===== src/rtl/mips32_mem_arb.sv =====
// Single-port memory arbiter between instruction fetch (IF) and load/store (DM).
// One access at a time; reads hold the memory for MEM_LAT cycles and the data is
// steered back to the port that owns the access.
// Optional feature: define MIPS32_ARB_FAIR_EN to add the IF anti-starvation counter.
//
// state | meaning
// IDLE  | arbitrate between pending requests
// GRANT | memory strobe issued, grant pulse to the winner
// WAIT  | read latency in progress (absent when MEM_LAT = 1)
// RESP  | read data valid for the owner; arbitrates for the next access
module mips32_mem_arb #(
    parameter int AW         = 9,
    parameter int DW         = 32,
    parameter int MEM_LAT    = 2,
    parameter int STARVE_MAX = 3
) (
    input  logic          clk_1,
    input  logic          rst,
    input  logic          halt,
    input  logic          if_req,
    input  logic [AW-1:0] if_addr,
    output logic          if_gnt,
    output logic          if_rvalid,
    output logic [DW-1:0] if_rdata,
    input  logic          dm_req,
    input  logic          dm_we,
    input  logic [AW-1:0] dm_addr,
    input  logic [DW-1:0] dm_wdata,
    output logic          dm_gnt,
    output logic          dm_rvalid,
    output logic [DW-1:0] dm_rdata,
    output logic          mem_en,
    output logic          mem_we,
    output logic [AW-1:0] mem_addr,
    output logic [DW-1:0] mem_wdata,
    input  logic [DW-1:0] mem_rdata,
    output logic          busy
);

    typedef enum logic [1:0] {IDLE, GRANT, WAIT, RESP} state_t;

    // WAIT lasts MEM_LAT-1 cycles: down-counter loaded with MEM_LAT-2, exits at zero.
    localparam logic [2:0] LAT_LOAD = 3'((MEM_LAT > 1) ? (MEM_LAT - 2) : 0);

    state_t        state_q, state_d;
    logic [2:0]    lat_q, lat_d;
    logic          owner_q;       // 1 = DM owns the current access
    logic          we_q;
    logic [AW-1:0] addr_q;
    logic [DW-1:0] wdata_q;

    logic arb_ok, req_if_e, req_dm_e, take, if_turn, pick_dm;

`ifdef MIPS32_ARB_FAIR_EN
    localparam int SW = $clog2(STARVE_MAX + 1);
    logic [SW-1:0] starve_q;

    // Count DM grants that bypass a waiting IF; any IF grant restarts the count.
    always_ff @(posedge clk_1 or negedge rst) begin
        if (!rst) begin
            starve_q <= '0;
        end else if (take) begin
            if (!pick_dm)
                starve_q <= '0;
            else if (if_req && (starve_q != SW'(STARVE_MAX)))
                starve_q <= starve_q + 1'b1;
        end
    end

    assign if_turn = req_if_e && req_dm_e && (starve_q == SW'(STARVE_MAX));
`else
    assign if_turn = 1'b0;
`endif

    // In RESP the owner's request line belongs to the access just finished, so it is masked.
    assign arb_ok   = (state_q == IDLE) || (state_q == RESP);
    assign req_if_e = if_req && !((state_q == RESP) && !owner_q);
    assign req_dm_e = dm_req && !((state_q == RESP) && owner_q);
    assign take     = arb_ok && !halt && (req_if_e || req_dm_e);
    assign pick_dm  = req_dm_e && !if_turn;

    // Next-state and latency counter.
    always_comb begin
        state_d = state_q;
        lat_d   = lat_q;
        case (state_q)
            IDLE: begin
                if (take) state_d = GRANT;
            end
            GRANT: begin
                if (we_q) begin
                    state_d = IDLE;
                end else if (MEM_LAT == 1) begin
                    state_d = RESP;
                end else begin
                    state_d = WAIT;
                    lat_d   = LAT_LOAD;
                end
            end
            WAIT: begin
                if (lat_q == 3'd0) state_d = RESP;
                else               lat_d   = lat_q - 3'd1;
            end
            RESP: begin
                state_d = take ? GRANT : IDLE;
            end
            default: state_d = IDLE;
        endcase
    end

    // State register and latched access of the winning port.
    always_ff @(posedge clk_1 or negedge rst) begin
        if (!rst) begin
            state_q <= IDLE;
            lat_q   <= '0;
            owner_q <= 1'b0;
            we_q    <= 1'b0;
            addr_q  <= '0;
            wdata_q <= '0;
        end else begin
            state_q <= state_d;
            lat_q   <= lat_d;
            if (take) begin
                owner_q <= pick_dm;
                we_q    <= pick_dm && dm_we;
                addr_q  <= pick_dm ? dm_addr : if_addr;
                wdata_q <= pick_dm ? dm_wdata : '0;
            end
        end
    end

    assign mem_en    = (state_q == GRANT);
    assign mem_we    = mem_en && we_q;
    assign mem_addr  = addr_q;
    assign mem_wdata = wdata_q;
    assign if_gnt    = mem_en && !owner_q;
    assign dm_gnt    = mem_en && owner_q;
    assign if_rvalid = (state_q == RESP) && !owner_q;
    assign dm_rvalid = (state_q == RESP) && owner_q;
    assign if_rdata  = mem_rdata;
    assign dm_rdata  = mem_rdata;
    assign busy      = (state_q != IDLE);

endmodule

===== config.mk =====
export PLATFORM = sky130hd
export DESIGN_NAME = mips32_mem_arb
export DESIGN_NICKNAME = d
export VERILOG_FILES = /design/src/rtl/mips32_mem_arb.sv
export SDC_FILE = /design/constraint.sdc
export NUM_CORES = 1
export LEC_CHECK = 0
export CAP_MARGIN = 20
export CORE_MARGIN = 3
export CORE_UTILIZATION = 30
export CTS_BUF_LIST = sky130_fd_sc_hd__clkbuf_2 sky130_fd_sc_hd__clkbuf_4 sky130_fd_sc_hd__clkbuf_8
export DETAILED_ROUTE_END_ITERATION = 10
export PLACE_DENSITY_LB_ADDON = 0.05
export REMOVE_ABC_BUFFERS = 1
export SYNTH_ARGS = -nofsm -noshare
export SYNTH_HDL_FRONTEND = slang
export SYNTH_SLANG_ARGS = --single-unit

===== constraint.sdc =====
create_clock -name clk_1 -period 1.6 [get_ports clk_1]
set_input_delay 0.48 -clock clk_1 [delete_from_list [all_inputs] [get_ports clk_1]]
set_output_delay 0.48 -clock clk_1 [all_outputs]
set_load 0.05 [all_outputs]

==> impl_metrics.tcl, run 1 <==
set metrics [dict create \
    yosys.area_share.simple_pct 5.458 \
    grt_pass1_wl_um 12980 \
    fp-row-count 33 \
    syn-cell-area_sq_mm 0.002567 \
    dp.cells 384 \
    finalHoldViolations 0 \
    power_leakage_nw 1.908 \
    globalplace.congestion 0.7813 \
    rsz0062_at_grt "true" \
    detailed_place_hpwl_um 6790 \
    hold_path_class "input port to asynchronous set/reset pin" \
    clk-insertion-delay-late_ps 300 \
    start_util_pct 31.09 \
    slew_viol_final 0 \
    p_sw_share_pct 43.84 \
    synth_compound_area_share_pct 15.89 \
    die_h_um 98.51 \
    synth_enable_flop_cells 0 \
    path_clk_slew_ps 90 \
    io_buffers 103 \
    num_vias 1940 \
    critPathMaxStageDelay_ps 430 \
    cts_inserted_buffers 5 \
    crit_chain "buf_6 > ha_4 > and2_4 > buf_6 > buf_12" \
    clk_path_buf_depth 2 \
    coreArea_sq_mm 0.008258 \
    ys_ff_latch 48 \
    antenna_left 0 \
    pwr-share-comb_pct 68.5 \
    grt_max_degree 35 \
    grt-ovfl-total 0 \
    finClkSkew_ps 5.697 \
    grt_usage_pct 17.87 \
    synth_ff_type "dfrtp_1" \
    antenna_found_initial 0 \
    initialDrtViolationCount 42 \
    ys_warn_count 0 \
    clkPwrFrac_pct 7.5 \
    slowest_stage "dfrtp_1" \
    grt_pass1_vias 2055 \
    drc_errors 0 \
    synth_top_family_by_area "buffers and inverters" \
    via_per_inst 4.838 \
    dieArea_sq_mm 0.009704 \
    diodes 0 \
    cp_common_cell "buf_6" \
    htreeDepth 2 \
    synth-adder-area-share_pct 2.924 \
    drive_above_1_share_pct 39.53 \
    fin_ws_ps -292.2 \
    layout.nets 389 \
    end_kind "output pin" \
    p_seq_share_pct 24.0 \
    critPathKind "flip-flop to output pin" \
    io_pins 200 \
    power_density_mw_per_mm2 2448 \
    fin_util_pct 51.17 \
    vdd_drop_max_mv 1.064 \
    cts_hold_buf 0 \
    p_total_mw 10.34 \
    root_buffer "clkbuf_8" \
    maxCapViolCount 0 \
    synthMuxAreaShare_pct 5.068 \
    synth_cell_types 23 \
    max-slew-margin-rel_pct 77.34 \
    p_int_mw 5.809 \
    worst_setup_path_start_kind "flip-flop" \
    finalCriticalPeriod_ps 1892 \
    firstDrtPassIters 4 \
    die-width_um 98.51 \
    avgSynthCellArea_sq_um 11.11 \
    max_freq_mhz 528.5 \
    fin_crit_sh_pct 118.3 \
    syn_to_final_growth_pct 64.57 \
    cts_tree "built" \
    worstMarginPinSlew_ps 339.9 \
    cts.sinks 48 \
    tns_ps -9971 \
    n_fill_cell 737 \
    arrival_ps 1410 \
    cp_max_fo 3 \
    violations "setup timing" \
    status "complete, but fails checks" \
    wire_per_inst_um 22.14 \
    synthCells 231 \
    ys_seq_area_share_pct 46.78 \
    async_flop_share_pct 100.0 \
    synth_xor_area_share_pct 0 \
    fin_cells 401 \
    p_switching_mw 4.534 \
    finalWirelength_um 8878 \
    cp.required_ps 1120 \
    setup_viol_count_final 52 \
]
-- cells in the mapped netlist, types with 2 or more instances --
| library cell | instances | area (sq um) |
|---|---|---|
| and2_1 | 4 | 25.02 |
| buf_4 | 67 | 503.0 |
| mux2i_1 | 13 | 130.1 |
| nand2_1 | 12 | 45.04 |
| nor2b_1 | 3 | 18.77 |
| a22o_1 | 33 | 289.0 |
| buf_6 | 7 | 78.83 |
| inv_1 | 7 | 26.28 |
| nand2b_1 | 3 | 18.77 |
| nor2_1 | 6 | 22.52 |
| o21ai_0 | 11 | 55.05 |
| dfrtp_1 | 48 | 1201 |
| ha_1 | 6 | 75.07 |
| nand3_1 | 2 | 10.01 |
-- logic make-up (layout without fill, tap and decap cells) --
logic type,count (synthesis),count (layout)
AOI/OAI and AO/OA,52,52
adders and majority gates,6,6
buffers and inverters,82,147
DFF,48,48
muxes,13,13
and+or+nand+nor,30,30
-- path summary, 6_finish.rpt --
| path | from | to | slack [ps] | depth (start not counted) |
|---|---|---|---|---|
| worst max-delay path | flip-flop | dm_rvalid | -290 | 5 |
| worst min-delay path | rst | mem_addr[1] | 70 | 1 |
| worst max register to register | flip-flop | mem_addr[0] | -280 | 9 |
| worst min register to register | lat_q[0] | lat_q[0] | 530 | 3 |
| max in group asynchronous | rst | lat_q[2] | 1100 | 2 |
| min in group clk_1 | lat_q[0] | lat_q[0] | 530 | 3 |
-- metrics by stage --
step	setup WS, ps	hold WS (ps)	area, sq um
after floorplan	-1164	184.4	1981
final	-292.2	73.42	4225
after global routing	-343.9	69.06	4225
after global placement	-510.2	405.8	3806
after detailed placement	-563.4	403.3	3806
after CTS	-286.9	66.97	4184
-- critical path: cells and delay by family (launching register included) --
family | cells | cell delay (ps)
flip-flops | 1 | 430
buffers and inverters | 3 | 380
adder cells (fa/ha/maj) | 1 | 160
AND/OR/NAND/NOR | 1 | 140
-- power groups by stage --
stage               Sequential [mW]  Clock [mW]  Combinational, mW
floorplan                      3.94           0               1.38
global placement               2.45           0               6.43
detailed placement             2.43           0               6.45
CTS                            2.46       0.812               7.03
global route                   2.56       0.863               7.41
finish                         2.48       0.773               7.09
-- layout make-up --
class	instances	area [sq um]	share of cell area, %
Clock inverter	1	7.507	0.1777
Inverter	7	28.78	0.6811
Sequential cell	48	1201	28.43
Clock buffer	7	90.09	2.132
Tap cell	105	131.4	3.109
Timing Repair Buffer	132	1871	44.27
Multi-Input combinational cell	101	895.9	21.20
-- state kept, by name, indices dropped and copies added (netlist names), named ones only --
name       count
mem_wdata     32
mem_addr       9
lat_q          3
owner_q        1
state_q        1
we_q           1
-- routing by layer --
metal  track usage [%]  vias up  part of all wire [%]  wire length (um)
met5             6.154        -                  0.50                44
met4             2.941        2                  0.50                44
met3             16.42        7                    19              1676
met2             22.15      131                    40              3523
met1             22.44      948                    40              3590
li1                  -      852                     -                 -
-- layout by cell type, fill, tap and decap left out, types with 2 or more instances in the layout --
cell | synthesis | layout
dfrtp_1 | 48 | 48
ha_4 | 0 | 2
clkbuf_8 | 0 | 6
buf_12 | 0 | 54
mux2i_2 | 0 | 2
inv_1 | 7 | 5
o21ai_1 | 1 | 3
nand2_1 | 12 | 2
o21ai_2 | 0 | 6
buf_16 | 0 | 2
nor2b_1 | 3 | 2
clkdlybuf4s50_1 | 0 | 52
nand2b_1 | 3 | 3
buf_6 | 7 | 9
nand2_4 | 0 | 5
buf_4 | 67 | 12
ha_1 | 6 | 3
dlygate4sd2_1 | 0 | 2
mux2i_1 | 13 | 11
and2_4 | 0 | 3
a22o_1 | 33 | 33
nand2_2 | 0 | 5
nand3_1 | 2 | 2
nor2_1 | 6 | 4
o21ai_0 | 11 | 3
-- what timing repair did --
item / in CTS / in global routing
setup buffers: 7 / 1
setup endpoints to repair: 52 / 52
gates resized for setup: 46 / 24
gates cloned: 3 / 0
pin swaps: 8 / 5
Power figures use the tool's default switching activity.
==> inputs of run 2 (changes only) <==
- DONT_BUFFER_PORTS: default -> 1
==> impl_metrics.tcl, run 2 (synthesized netlist as in run 1, its figures left out) <==
set metrics [dict create \
    status "complete, but fails checks" \
    violations "hold timing, setup timing" \
    maxCapViolCount 0 \
    syn_to_final_growth_pct 5.166 \
    critPathKind "flip-flop to output pin" \
    n_fill_cell 832 \
    critPathLaunch "state_q[0]" \
    end_kind "output pin" \
    max-slew-margin-rel_pct 66.00 \
    grt_max_degree 49 \
    die_h_um 98.51 \
    placed_area_sq_mm 0.002327 \
    fp-row-count 33 \
    dp.cells 283 \
    critPathCapture "mem_we" \
    cts_tree "built" \
    path_buf_inv 2 \
    power_leakage_nw 1.263 \
    path_clk_slew_ps 90 \
    antenna_left 0 \
    rsz0062_at_grt "true" \
    final_common_cell "dfrtp_1" \
    clk_path_buf_depth 2 \
    cp_max_fo 5 \
    cp.required_ps 1120 \
    grt_pass1_vias 1739 \
    start_util_pct 31.09 \
    fin_area_sq_mm 0.002700 \
    fin_cells 302 \
    layout.nets 290 \
    coreArea_sq_mm 0.008258 \
    finalWirelength_um 7919 \
    initialDrtViolationCount 49 \
    drc_errors 0 \
    setup_viol_count_final 52 \
    finClkSkew_ps 8.446 \
    worst_setup_path_start_kind "flip-flop" \
    vdd_drop_max_mv 0.9765 \
    fin_ws_ps -228.4 \
    drive_above_1_share_pct 29.44 \
    firstDrtPassIters 4 \
    multi_input_area_sq_um 825.8 \
    clk-insertion-delay-late_ps 300 \
    htreeDepth 2 \
    globalplace.congestion 0.7826 \
    root_buffer "clkbuf_8" \
    power_density_mw_per_mm2 2775 \
    worstMarginPinSlew_ps 509.9 \
    slowest_stage "dfrtp_2" \
    max_freq_mhz 546.9 \
    crit_chain "buf_6 > ha_4 > and2_4 > buf_12" \
    finalCriticalPeriod_ps 1828 \
    grt_pass1_wl_um 11360 \
    hold_path_class "input port to asynchronous set/reset pin" \
    detailed_place_hpwl_um 6138 \
    dieArea_sq_mm 0.009704 \
    finalHoldViolations 48 \
    antenna_found_initial 0 \
    num_vias 1553 \
    holdWs_ps -133.9 \
    via_per_inst 5.142 \
    cts.sinks 48 \
    grt-ovfl-total 0 \
    wire_per_inst_um 26.22 \
    mostFrequentLayoutCells "46 x dfrtp_1, 33 x a22o_1, 15 x buf_4" \
    regArea_sq_mm 0.001204 \
    io_pins 200 \
    grt_usage_pct 16.05 \
    die-width_um 98.51 \
    slew_viol_final 0 \
    arrival_ps 1350 \
    cpLargestDelayFamily "flip-flops" \
    fin_crit_sh_pct 114.3 \
    p_total_mw 7.493 \
    largest_register_ffs 32 \
    r2r-start "state_q[0]" \
    critPathMaxStageDelay_ps 460 \
    io_buffers 0 \
    worstRegToRegCells 7 \
    cp.depth 4 \
    r2r_slack_ps -180 \
    diodes 0 \
    cts_inserted_buffers 5 \
]
run 2: cell count changes in the layout (fill, tap and decap cells not counted), sizes merged:
cell,delta
clkbuf,+1
dlygate4sd2,-2
clkdlybuf4s50,-52
buf,-46
run 2: power by group:
| group | internal (mW) | leakage (nW) | switching, mW |
|---|---|---|---|
| Sequential | 1.78 | 0.610 | 2.30 |
| Combinational | 1.43 | 0.605 | 1.23 |
| Clock | 0.369 | 0.0479 | 0.395 |
| Total | 3.58 | 1.26 | 3.92 |
run 2: through the flow:
stage | worst slack (ps) | hold slack [ps] | util [%] | TNS, ps
2_1_floorplan | -1164 | 184.4 | - | -47920
3_3_place_gp | -137.1 | 185.9 | 28.18 | -3278
3_5_place_dp | -150.9 | 186.5 | 28.18 | -5503
4_1_cts | -235.5 | -147.1 | 32.26 | -7010
5_1_grt | -277.4 | -165.2 | 32.70 | -9431
6_report | -228.4 | -133.9 | 32.70 | -6531
run 2: timing repair:
item | CTS | global route
pin swaps | 20 | 2
gates resized for setup | 46 | 5
endpoints found under the setup margin | 52 | 55
endpoints found under the hold margin | 48 | 48
buffers inserted | 7 | 1
gates cloned | 3 | 1
run 2: worst register-to-register path, delay by kind of cell (launching register included):
kind                     cells  cell delay, ps
AND/OR/NAND/NOR              1              90
adder cells (fa/ha/maj)      1             250
buffers and inverters        2             280
flip-flops                   1             460
AO/OA/AOI/OAI                3             610
run 2: how the worst min path moves through the flow:
stage | startpoint | end | slack [ps] | depth (start not counted)
2_1_floorplan | rst | asynchronous set/reset pin | 180 | 0
3_3_place_gp | rst | owner_q | 190 | 0
3_5_place_dp | rst | owner_q | 190 | 0
4_1_cts | rst | mem_addr[5] | -150 | 0
5_1_grt | rst | mem_addr[7] | -170 | 0
6_report | rst | owner_q | -130 | 0
run 2: per-layer routing:
layer / track usage, % / wire length (um)
met5: 6.154 / 44
met4: 3.256 / 58
met3: 16.63 / 1747
met2: 20.44 / 3172
met1: 18.23 / 2896
run 2: cell type report:
class                      instances  area share [%]
tap                              105           4.866
sequential                        48           44.58
timing repair buffer              33           15.29
inverter                           7           1.066
clock inverter                     1          0.2780
clock buffer                       7           3.336
multi-input combinational        101           30.58
==> inputs of run 3 (changes only) <==
- ABC_AREA: default -> 1
==> impl_metrics.tcl, run 3 <==
set metrics [dict create \
    drive_above_1_share_pct 40.96 \
    syn_to_final_growth_pct 3.630 \
    grt-ovfl-total 0 \
    grt_pass1_vias 1900 \
    hold_path_class "input port to asynchronous set/reset pin" \
    cts_inserted_buffers 5 \
    fin_area_sq_mm 0.003108 \
    yosysMostFrequentCell "buf_4" \
    ys_warn_count 0 \
    max_freq_mhz 570.7 \
    globalplace.congestion 0.7899 \
    p_switching_mw 4.089 \
    htreeDepth 2 \
    die_h_um 106.0 \
    detailed_place_hpwl_um 6439 \
    n_fill_cell 1007 \
    ys_seq_area_share_pct 40.05 \
    fin_ws_ps -152.2 \
    maxCapViolCount 0 \
    arrival_ps 1270 \
    end_kind "output pin" \
    synth_top_cell_by_area "dfrtp_1" \
    power_density_mw_per_mm2 2408 \
    async_flop_share_pct 100.0 \
    layout.nets 365 \
    start_util_pct 31.71 \
    finalCriticalPeriod_ps 1752 \
    io_buffers 0 \
    via_per_inst 4.683 \
    tns_ps -4472 \
    p_sw_share_pct 54.65 \
    grt_max_degree 49 \
    firstDrtPassIters 4 \
    initialDrtViolationCount 54 \
    pwr-share-comb_pct 37.6 \
    slew_viol_final 0 \
    p_int_mw 3.394 \
    synth_enable_flop_cells 0 \
    avgSynthCellArea_sq_um 9.613 \
    critPathKind "flip-flop to output pin" \
    io_pins 200 \
    mostFrequentLayoutCells "48 x dfrtp_1, 41 x inv_1, 31 x o21ai_2" \
    p_total_mw 7.483 \
    worst_setup_path_start_kind "flip-flop" \
    setup_viol_count_final 51 \
    yosys-top-cells-count "65 x buf_4, 48 x dfrtp_1, 46 x inv_1" \
    max-slew-margin-rel_pct 64.42 \
    r2r_slack_ps -120 \
    path_clk_slew_ps 90 \
    synth_top_area_share_pct 40.05 \
    fin_crit_sh_pct 109.5 \
    violations "hold timing, setup timing" \
    cp.required_ps 1120 \
    grt_pass1_wl_um 12560 \
    critPathMaxStageDelay_ps 410 \
    synth_ff_type "dfrtp_1" \
    placed_area_sq_mm 0.002769 \
    crit_chain "ha_2 > nand2_2 > inv_1 > buf_12" \
    regArea_sq_mm 0.001201 \
    ys_ff_latch 48 \
    dieArea_sq_mm 0.01123 \
    antenna_left 0 \
    syn-cell-area_sq_mm 0.002999 \
    finalHoldViolations 48 \
    root_buffer "clkbuf_8" \
    drc_errors 0 \
    cts.sinks 48 \
    fin_util_pct 32.86 \
    p_seq_share_pct 52.7 \
    antenna_found_initial 0 \
    slowest_stage "dfrtp_1" \
    die-width_um 106.0 \
    final_common_cell "dfrtp_1" \
    grt_usage_pct 15.19 \
    status "complete, but fails checks" \
    synth_cell_types 22 \
    power_leakage_nw 1.486 \
    cp_max_fo 3 \
    num_vias 1873 \
    worstMarginPinSlew_ps 533.7 \
    synthCells 312 \
    multi_input_area_sq_mm 0.001064 \
    synth_area_leaders "dfrtp_1 40%, buf_4 16%, o21ai_2 8.8%" \
    holdWs_ps -133.6 \
    rsz0062_at_grt "true" \
    largest_register_ffs 32 \
    cts_tree "built" \
    fp-row-count 35 \
    clkPwrFrac_pct 9.7 \
    coreArea_sq_mm 0.009459 \
    vdd_drop_max_mv 0.5252 \
    wire_per_inst_um 21.84 \
    diodes 0 \
    finClkSkew_ps 6.591 \
    clk-insertion-delay-late_ps 300 \
    finalWirelength_um 8734 \
    clk_path_buf_depth 2 \
]
## run 3: worst max-delay path: cells and delay by family, from the launching register on
| family | cells | cell delay (ps) |
|---|---|---|
| AND/OR/NAND/NOR | 1 | 110 |
| flip-flops | 1 | 410 |
| adder cells (fa/ha/maj) | 1 | 230 |
| buffers and inverters | 2 | 230 |
## run 3: area by class of cell
class / count / share of cell area (%)
multi-input combinational: 141 / 34.22
sequential: 48 / 38.65
timing repair buffer: 29 / 13.77
clock inverter: 1 / 0.1610
clock buffer: 6 / 2.456
inverter: 46 / 5.556
tap: 129 / 5.193
## run 3: cell families after synthesis
| kind of cell | after synthesis | share of synthesized area, % |
|---|---|---|
| buffers and inverters | 123 | 26.24 |
| AOI/OAI and AO/OA | 48 | 12.22 |
| and+or+nand+nor | 87 | 18.98 |
| adders and majority gates | 6 | 2.503 |
| DFF | 48 | 40.05 |
## run 3: path summary, 6_finish.rpt
kind / to / from / cells past startpoint
worst max register to register: mem_wdata[1] / flip-flop / 8
worst min-delay path: mem_wdata[15] / rst / 0
worst min register to register: lat_q[1] / lat_q[1] / 2
worst max-delay path: if_rvalid / state_q[0] / 4
min in group clk_1: mem_wdata[7] / dm_wdata[7] / 2
max in group asynchronous: mem_addr[4] / rst / 0
## run 3: through the flow
stage          cells  setup slack [ps]
3_5_place_dp     382            -59.01
2_1_floorplan    235            -779.8
5_1_grt          400            -232.5
4_1_cts          398            -179.9
3_3_place_gp     382            -22.56
6_report         400            -152.2
## run 3: what timing repair did
action | CTS | global route
hold endpoints to repair | 48 | 48
cloned | 3 | 0
pin swaps | 3 | 2
setup buffers | 6 | 2
setup endpoints to repair | 48 | 52
resized for setup | 23 | 5
## run 3: layer usage
| layer | global-route usage [%] | share of wire (%) | up-vias |
|---|---|---|---|
| li1 | - | - | 856 |
| met1 | 18.24 | 41 | 854 |
| met2 | 18.90 | 40 | 150 |
| met3 | 13.18 | 17 | 9 |
| met4 | 3.885 | 0.94 | 4 |
| met5 | 11.90 | 1.5 | - |
## run 3: power by group through the flow
| stage | Clock, mW | Combinational, mW | Sequential [mW] |
|---|---|---|---|
| final | 0.729 | 2.81 | 3.94 |
| after global routing | 0.835 | 3.08 | 4.02 |
| after CTS | 0.786 | 2.79 | 3.97 |
| after detailed placement | 0 | 2.37 | 3.99 |
| after global placement | 0 | 2.37 | 3.99 |
| after floorplan | 0 | 1.68 | 3.84 |
